--- src/rtl/icache_resp.sv ---
// rtl/icache_resp.sv - direct-mapped instruction cache responder with line-fill handshake
//
// Ports:
//   clk, nRst          clock (rising edge), asynchronous active-low reset
//   pc, fetchEn        fetch word address and request valid
//   flush              invalidate all lines (single-cycle pulse)
//   instr, instrValid  instruction word for pc and its valid flag
//   stall              holds the fetch stage (fetch hlt)
//   memReq, memAddr    line-fill request and line address (pc[15:2] at miss)
//   memRdy, memData    line-fill completion pulse and 4-word line data
module icache_resp #(
    parameter int INDEX_W = 5,
    parameter int TAG_W   = 9
) (
    input  logic        clk,
    input  logic        nRst,
    input  logic [15:0] pc,
    input  logic        fetchEn,
    input  logic        flush,
    output logic [15:0] instr,
    output logic        instrValid,
    output logic        stall,
    output logic        memReq,
    output logic [13:0] memAddr,
    input  logic        memRdy,
    input  logic [63:0] memData
);

    localparam int LINES = 1 << INDEX_W;

    typedef enum logic {
        IDLE,
        FILL
    } state_t;

    state_t state, state_nx;

    logic [LINES-1:0] valid;
    logic [TAG_W-1:0] tag_arr  [LINES];
    logic [63:0]      data_arr [LINES];
    logic             drop_fill;

    logic [INDEX_W-1:0] idx;
    logic [TAG_W-1:0]   ptag;
    logic [INDEX_W-1:0] fill_idx;
    logic [TAG_W-1:0]   fill_tag;
    logic [63:0]        line;
    logic               hit;
    logic               miss;
    logic               fill_done;
    logic               keep_fill;

    assign idx      = pc[INDEX_W+1:2];
    assign ptag     = pc[15:INDEX_W+2];
    assign fill_idx = memAddr[INDEX_W-1:0];
    assign fill_tag = memAddr[13:INDEX_W];
    assign line     = data_arr[idx];

    assign hit       = fetchEn & valid[idx] & (tag_arr[idx] == ptag);
    assign miss      = fetchEn & ~hit & (state == IDLE);
    assign fill_done = (state == FILL) & memRdy;
    // A flush anywhere in the fill, including the completing cycle, discards the line.
    assign keep_fill = fill_done & ~drop_fill & ~flush;

    assign memReq     = (state == FILL);
    assign instrValid = hit & (state == IDLE);
    assign stall      = miss | (state == FILL);

    always_comb begin
        instr = 16'h0000;
        if (instrValid) begin
            case (pc[1:0])
                2'd0:    instr = line[15:0];
                2'd1:    instr = line[31:16];
                2'd2:    instr = line[47:32];
                default: instr = line[63:48];
            endcase
        end
    end

    always_comb begin
        state_nx = state;
        case (state)
            IDLE:    if (miss)   state_nx = FILL;
            FILL:    if (memRdy) state_nx = IDLE;
            default: state_nx = IDLE;
        endcase
    end

    always_ff @(posedge clk or negedge nRst) begin
        if (!nRst) begin
            state     <= IDLE;
            memAddr   <= '0;
            drop_fill <= 1'b0;
            valid     <= '0;
        end else begin
            state <= state_nx;
            if (miss) begin
                memAddr <= pc[15:2];
            end
            // The request is never aborted; a flush only marks its data for discard.
            if (state == FILL) begin
                if (memRdy) begin
                    drop_fill <= 1'b0;
                end else if (flush) begin
                    drop_fill <= 1'b1;
                end
            end
            if (flush) begin
                valid <= '0;
            end else if (keep_fill) begin
                valid[fill_idx] <= 1'b1;
            end
        end
    end

    // Tag and data arrays carry no reset; the valid bits gate every use.
    always_ff @(posedge clk) begin
        if (keep_fill) begin
            tag_arr[fill_idx]  <= fill_tag;
            data_arr[fill_idx] <= memData;
        end
    end

endmodule

--- config.mk ---
export PLATFORM = sky130hd
export DESIGN_NAME = icache_resp
export DESIGN_NICKNAME = d
export VERILOG_FILES = /design/src/rtl/icache_resp.sv
export SDC_FILE = /design/constraint.sdc
export NUM_CORES = 2
export LEC_CHECK = 0
export CAP_MARGIN = 0
export CORE_MARGIN = 3
export CORE_UTILIZATION = 40
export DETAILED_ROUTE_END_ITERATION = 7
export PLACE_DENSITY = 0.61
export SLEW_MARGIN = 10
export SYNTH_ARGS = -nofsm -noshare
export SYNTH_HDL_FRONTEND = slang
export SYNTH_SLANG_ARGS = --single-unit
--- constraint.sdc ---
create_clock -name clk -period 11.2 [get_ports clk]
set_input_delay 2.24 -clock clk [delete_from_list [all_inputs] [get_ports clk]]
set_output_delay 2.24 -clock clk [all_outputs]
set_load 0.01 [all_outputs]
== After elaboration in Yosys (flattened, before gate mapping) ==
Memories as Yosys holds them, arrays and structs flattened.
Cells that the tools add are included.
W data, S select, Z words.

* Output and inout port bits: 33
* Register bits after elaboration: 48
* Logic and storage cells: 46
* Latch bits: 0
* Memories: 2
* Input bits: 85
* Memory bits (read-only): 0
* RAM bits: 2336

{| class="wikitable"
|+ Memories
! memory !! depth !! width !! rd ports !! clocked after Yosys merged registers in !! write ports !! line !! source
|-
| data_arr || 32 || 64 || 1 || 0 || 1 || 40 || <nowiki>logic [63:0] data_arr [LINES];</nowiki>
|-
| tag_arr || 32 || 9 || 1 || 0 || 1 || 39 || <nowiki>logic [TAG_W-1:0] tag_arr [LINES];</nowiki>
|}

* Equal/unequal tests: 3
* Div/mod/pow operators: 0
* $mul: 0
* Bitwise gates (word level): 14
* Reduce and logical (&&, ||, !) cells: 5
* $add $sub $neg: 0
* Order comparisons: 3
* Multiplexer cells: 15
* Shifts and indexed selects: 0

{| class="wikitable"
|+ Operators with widths
! kind !! number
|-
| $mux W32 || 2
|-
| $pmux W16 S3 || 1
|-
| $or A32 B32 Y32 || 1
|-
| $mux W16 || 1
|-
| $lt A5 B6 Y1 const B || 2
|-
| $eq A9 B9 Y1 || 1
|-
| $and A1 B1 Y1 || 8
|-
| $mux W1 || 8
|-
| $bmux W1 S5 || 1
|-
| $demux W1 S5 || 1
|-
| $ge A5 B1 Y1 const B || 1
|-
| $not A1 Y1 || 4
|-
| $reduce_bool A2 Y1 || 2
|-
| $eq A2 B1 Y1 const B || 1
|-
| $eq A2 B2 Y1 const B || 1
|-
| $logic_not A2 Y1 || 1
|-
| $pmux W1 S2 || 1
|-
| $reduce_and A2 Y1 || 1
|-
| $logic_and A1 B1 Y1 || 1
|-
| $or A1 B1 Y1 || 1
|}

== Logic depth before layout (Yosys ltp) ==
* Depth in word-level cells: 9
* Depth in mapped cells: 14
* Depth with buffers taken out: 8

== Worst setup path after synthesis ==
No wires, ideal clock.

* Path type: input to output
* Start point: input port pc[2]
* End point: output port instr[2]
* Cell stages on the path: 12
* Setup slack: 4.087 ns
* Buffers on the path: 6
* Data required time: 8.960 ns
* Arrival time: 4.873 ns
* Cells stage by stage: buf_6 buf_6 buf_6 buf_2 buf_2 buf_2 mux4_2 mux4_2 mux2i_1 a21oi_1 mux2i_1 nor2_1

* Longest elaborated chain between the ends: 6
* Elaborated cells between the ends (all ways): 10
* Classes of those cells: eq/ne: 1; mux: 4; bitwise: 3; memory: 2

{| class="wikitable"
|+ RTL lines
! element !! line !! source
|-
| start: declaration || 17 || <nowiki>input logic [15:0] pc,</nowiki>
|-
| branches (longest 5 deep; another with $mem_v2 Z32 W9) || n/a ||
|-
| $mux W16 (*) || 71 || <nowiki>if (instrValid) begin</nowiki>
|-
| end: declaration || 20 || <nowiki>output logic [15:0] instr,</nowiki>
|}

Every way passes the cells marked *. The select of a mux whose other input is x is not followed.

== Worst setup path in the final report ==
* Start point: input port pc[2]
* End point: output port instr[3]

The elaborated chain is that of the path after synthesis.

==> flow_metrics.tcl <==
set metrics [dict create \
    status "finished, final reports clean" \
    async_flop_share_pct 2.01 \
    grt_pass1_wl_um 330000 \
    synthCells 3724 \
    syn_avg_cell_area_um2 24.5 \
    initial_core_util_pct 40.4 \
    cts_tree "built" \
    hold_violations 0 \
    start_kind "input port" \
    fin_crit_sh_pct 79.5 \
    cts_setup_buffers 0 \
    use_met3_pct 3.07 \
    clkSinkCount 2384 \
    synth-compound-area-share_pct 0.985 \
    crit_path_max_fanout 81 \
    max_freq_mhz 112 \
    hp-class "reg -> reg" \
    syn_to_final_growth_pct 13.4 \
    synthMuxAreaShare_pct 18.8 \
    skew_ns 0.0207 \
    slew_viol_final 0 \
    dr.first_iter.drc_count 4929 \
    finalSetupTns_ns 0 \
    cellPowerDensity_nw_per_um2 175 \
    syn_area_um2 91300 \
    clock_latency_ns 0.86 \
    required_ns 8.96 \
    period_needed_ns 8.90 \
    synth_nets 3809 \
    core_um2 226000 \
    root_buffer "clkbuf_16" \
    slowest_stage "buf_8" \
    fillCellCount 18500 \
    drtAntennaViolNets 0 \
    die_h_um 484 \
    end_kind "output port" \
    synthAdderAreaFrac_pct 0 \
    drt-wirelength-per-cell_um 32.5 \
    yosysTopAreaCellShare_pct 76.8 \
    portBuffers 117 \
    rsz0062_at_grt "no" \
    firstDrtPassIters 6 \
    post-route-drc-count 0 \
    worstPathCellList "buf_8, buf_12, buf_12, mux4_2, mux4_2, and2_0, a211oi_1, a21oi_1, mux2i_1, nor2_1, clkdlybuf4s50_1" \
    overflow 0 \
    placementRows 174 \
    ctsResizeCount 0 \
    yosys_warnings 0 \
    power_leakage_nw 31.9 \
    dp_hpwl_um 114000 \
    gp_congestion 0.735 \
    die_w_um 484 \
    die_area_um2 234000 \
    cp-startpoint "pc[2]" \
    numCtsBuffers 224 \
    ys_ff_latch 2384 \
    critPathMaxStageDelay_ns 0.69 \
    synth_area_leaders "edfxtp_1, mux4_2, dfrtp_1" \
    synth_top_area_cell "edfxtp_1" \
    ys_seq_area_share_pct 78.1 \
    synthDistinctLibCells 61 \
    multiInputGateArea_um2 19000 \
    clockBufferDepth 3 \
    drive_gt1_share_pct 28.1 \
    vias_per_cell 5.84 \
    r2r-start "memReq" \
    grt-busiest-layer "met2" \
    drv_cap 0 \
    seq_area_um2 71300 \
    grt_pass1_vias 42600 \
    tightest_slew_ns 1.30 \
    synth-edff-count 2336 \
    vias 41900 \
    cts_max_level 4 \
    grt_use_met1_pct 27.9 \
    place_inst 6743 \
    layoutNonFillerInstCount 7168 \
    ir_worst_vdd_mv 0.168 \
    antenna_found_initial 27 \
    synth-xor-area-share_pct 0.0576 \
    cp_num_buf_inv 4 \
    critPathTopFamily "buffers and inverters" \
    use_met2_pct 32.5 \
    max_slew_margin_pct 13.3 \
    cp.arrival_ns 6.66 \
    wl_um 233000 \
    synth-simple-area-share_pct 0.710 \
    final_nets 4062 \
    synth_top_family_by_area "multiplexers" \
    critical_path_class "in -> out" \
    worst_setup_hold_path_clk_slew_ns 0.06 \
    min_from "drop_fill" \
    synth_flop_cell "edfxtp_1" \
    setup_violations 0 \
    grt_max_degree 99 \
    cts_hold_buf 0 \
    ioPinCount 118 \
    track_usage_pct 19.8 \
]
## cell usage in the layout, fill, tap and decap left out, types with 12 or more instances in the layout
cell	instances
nor2_1	24
nand3_1	12
clkdlybuf4s50_1	109
edfxtp_1	2336
a22oi_1	30
clkbuf_16	228
mux4_2	696
a21oi_1	21
mux2i_1	111
nand2_1	19
clkinv_2	42
nor2_4	32
clkbuf_1	54
inv_1	38
dfrtp_1	48
clkinv_1	60
buf_4	85
buf_12	29
o22ai_1	33
## metal layers
layer  vias to the layer above  share of wire, %
met5                         -             0.027
met4                        10               2.3
met3                       322               6.7
met2                      1658                49
met1                     23200                41
li1                      16600                 -
## cell families (layout without fill, tap and decap cells)
logic type | count (synthesis) | in the layout
XOR/XNOR | 6 | 6
multiplexers | 833 | 833
buffers and inverters | 242 | 685
AND/OR/NAND/NOR | 132 | 132
other | 0 | 9
flip-flops | 2384 | 2384
AO/OA/AOI/OAI | 127 | 127
## synthesized netlist by cell type, drive strengths merged, types with 6 or more instances
master and number:
mux2i 111, edfxtp 2336, a22o 6, a22oi 31
dfrtp 48, mux4 702, o22ai 33, a21oi 21
nand2 19, and2 9, clkbuf 60, a211oi 10
inv 39, buf 142, mux2 20, nand4 6
nor2 58, nand3 12
## state kept, by name, indices dropped and copies added (netlist names)
name / count
data_arr: 2048
tag_arr: 288
valid: 32
memAddr: 14
drop_fill: 1
memReq: 1
## area by class of cell
| type | instances | area share, % |
|---|---|---|
| inverters | 40 | 0.157 |
| multi-input cells | 1098 | 18.4 |
| diodes | 9 | 0.0217 |
| clock inverters | 130 | 0.905 |
| well taps | 2992 | 3.61 |
| repair buffers | 229 | 2.29 |
| flip-flops and latches | 2384 | 68.9 |
| clock buffers | 286 | 5.76 |
## worst register-to-register path, stage by stage, from the launching register on
cell	delay [ns]
dfrtp_1	0.60
nand3_1	0.22
nor2_1	0.15
nand2_1	0.66
nor2_4	1.18
buf_4	0.76
## final timing paths
check / depth (start not counted) / slack [ns] / endpoint
min in group asynchronous: 2 / 1.52 / memAddr[10]
setup / recovery: 11 / 2.30 / instr[3]
hold reg to reg: 2 / 0.54 / drop_fill
setup reg to reg: 5 / 7.18 / data_arr[17][5]
max in group asynchronous: 2 / 9.21 / valid[18]
hold / removal: 2 / 0.54 / drop_fill
## through the flow
stage               hold WS (ns)  setup slack [ns]  power, mW  util (%)  instance area, um2
detailed placement         0.525              2.19       11.1      42.8               96600
global placement           0.514              2.11       11.1      42.8               96600
CTS                        0.539              2.18       18.3      45.8              104000
global route               0.556              2.08       18.7      45.8              104000
floorplan                  0.492              4.09       10.7         -               91300
finish                     0.536              2.30       18.1      45.8              104000
## where the power goes
group	leakage, nW	switching [mW]	internal [mW]	total (mW)
sequential	21.6	0.0450	9.91	9.96
clock	3.39	3.24	3.98	7.22
combinational	6.88	0.568	0.392	0.960
Note: power is estimated with default switching activity, not from simulation.
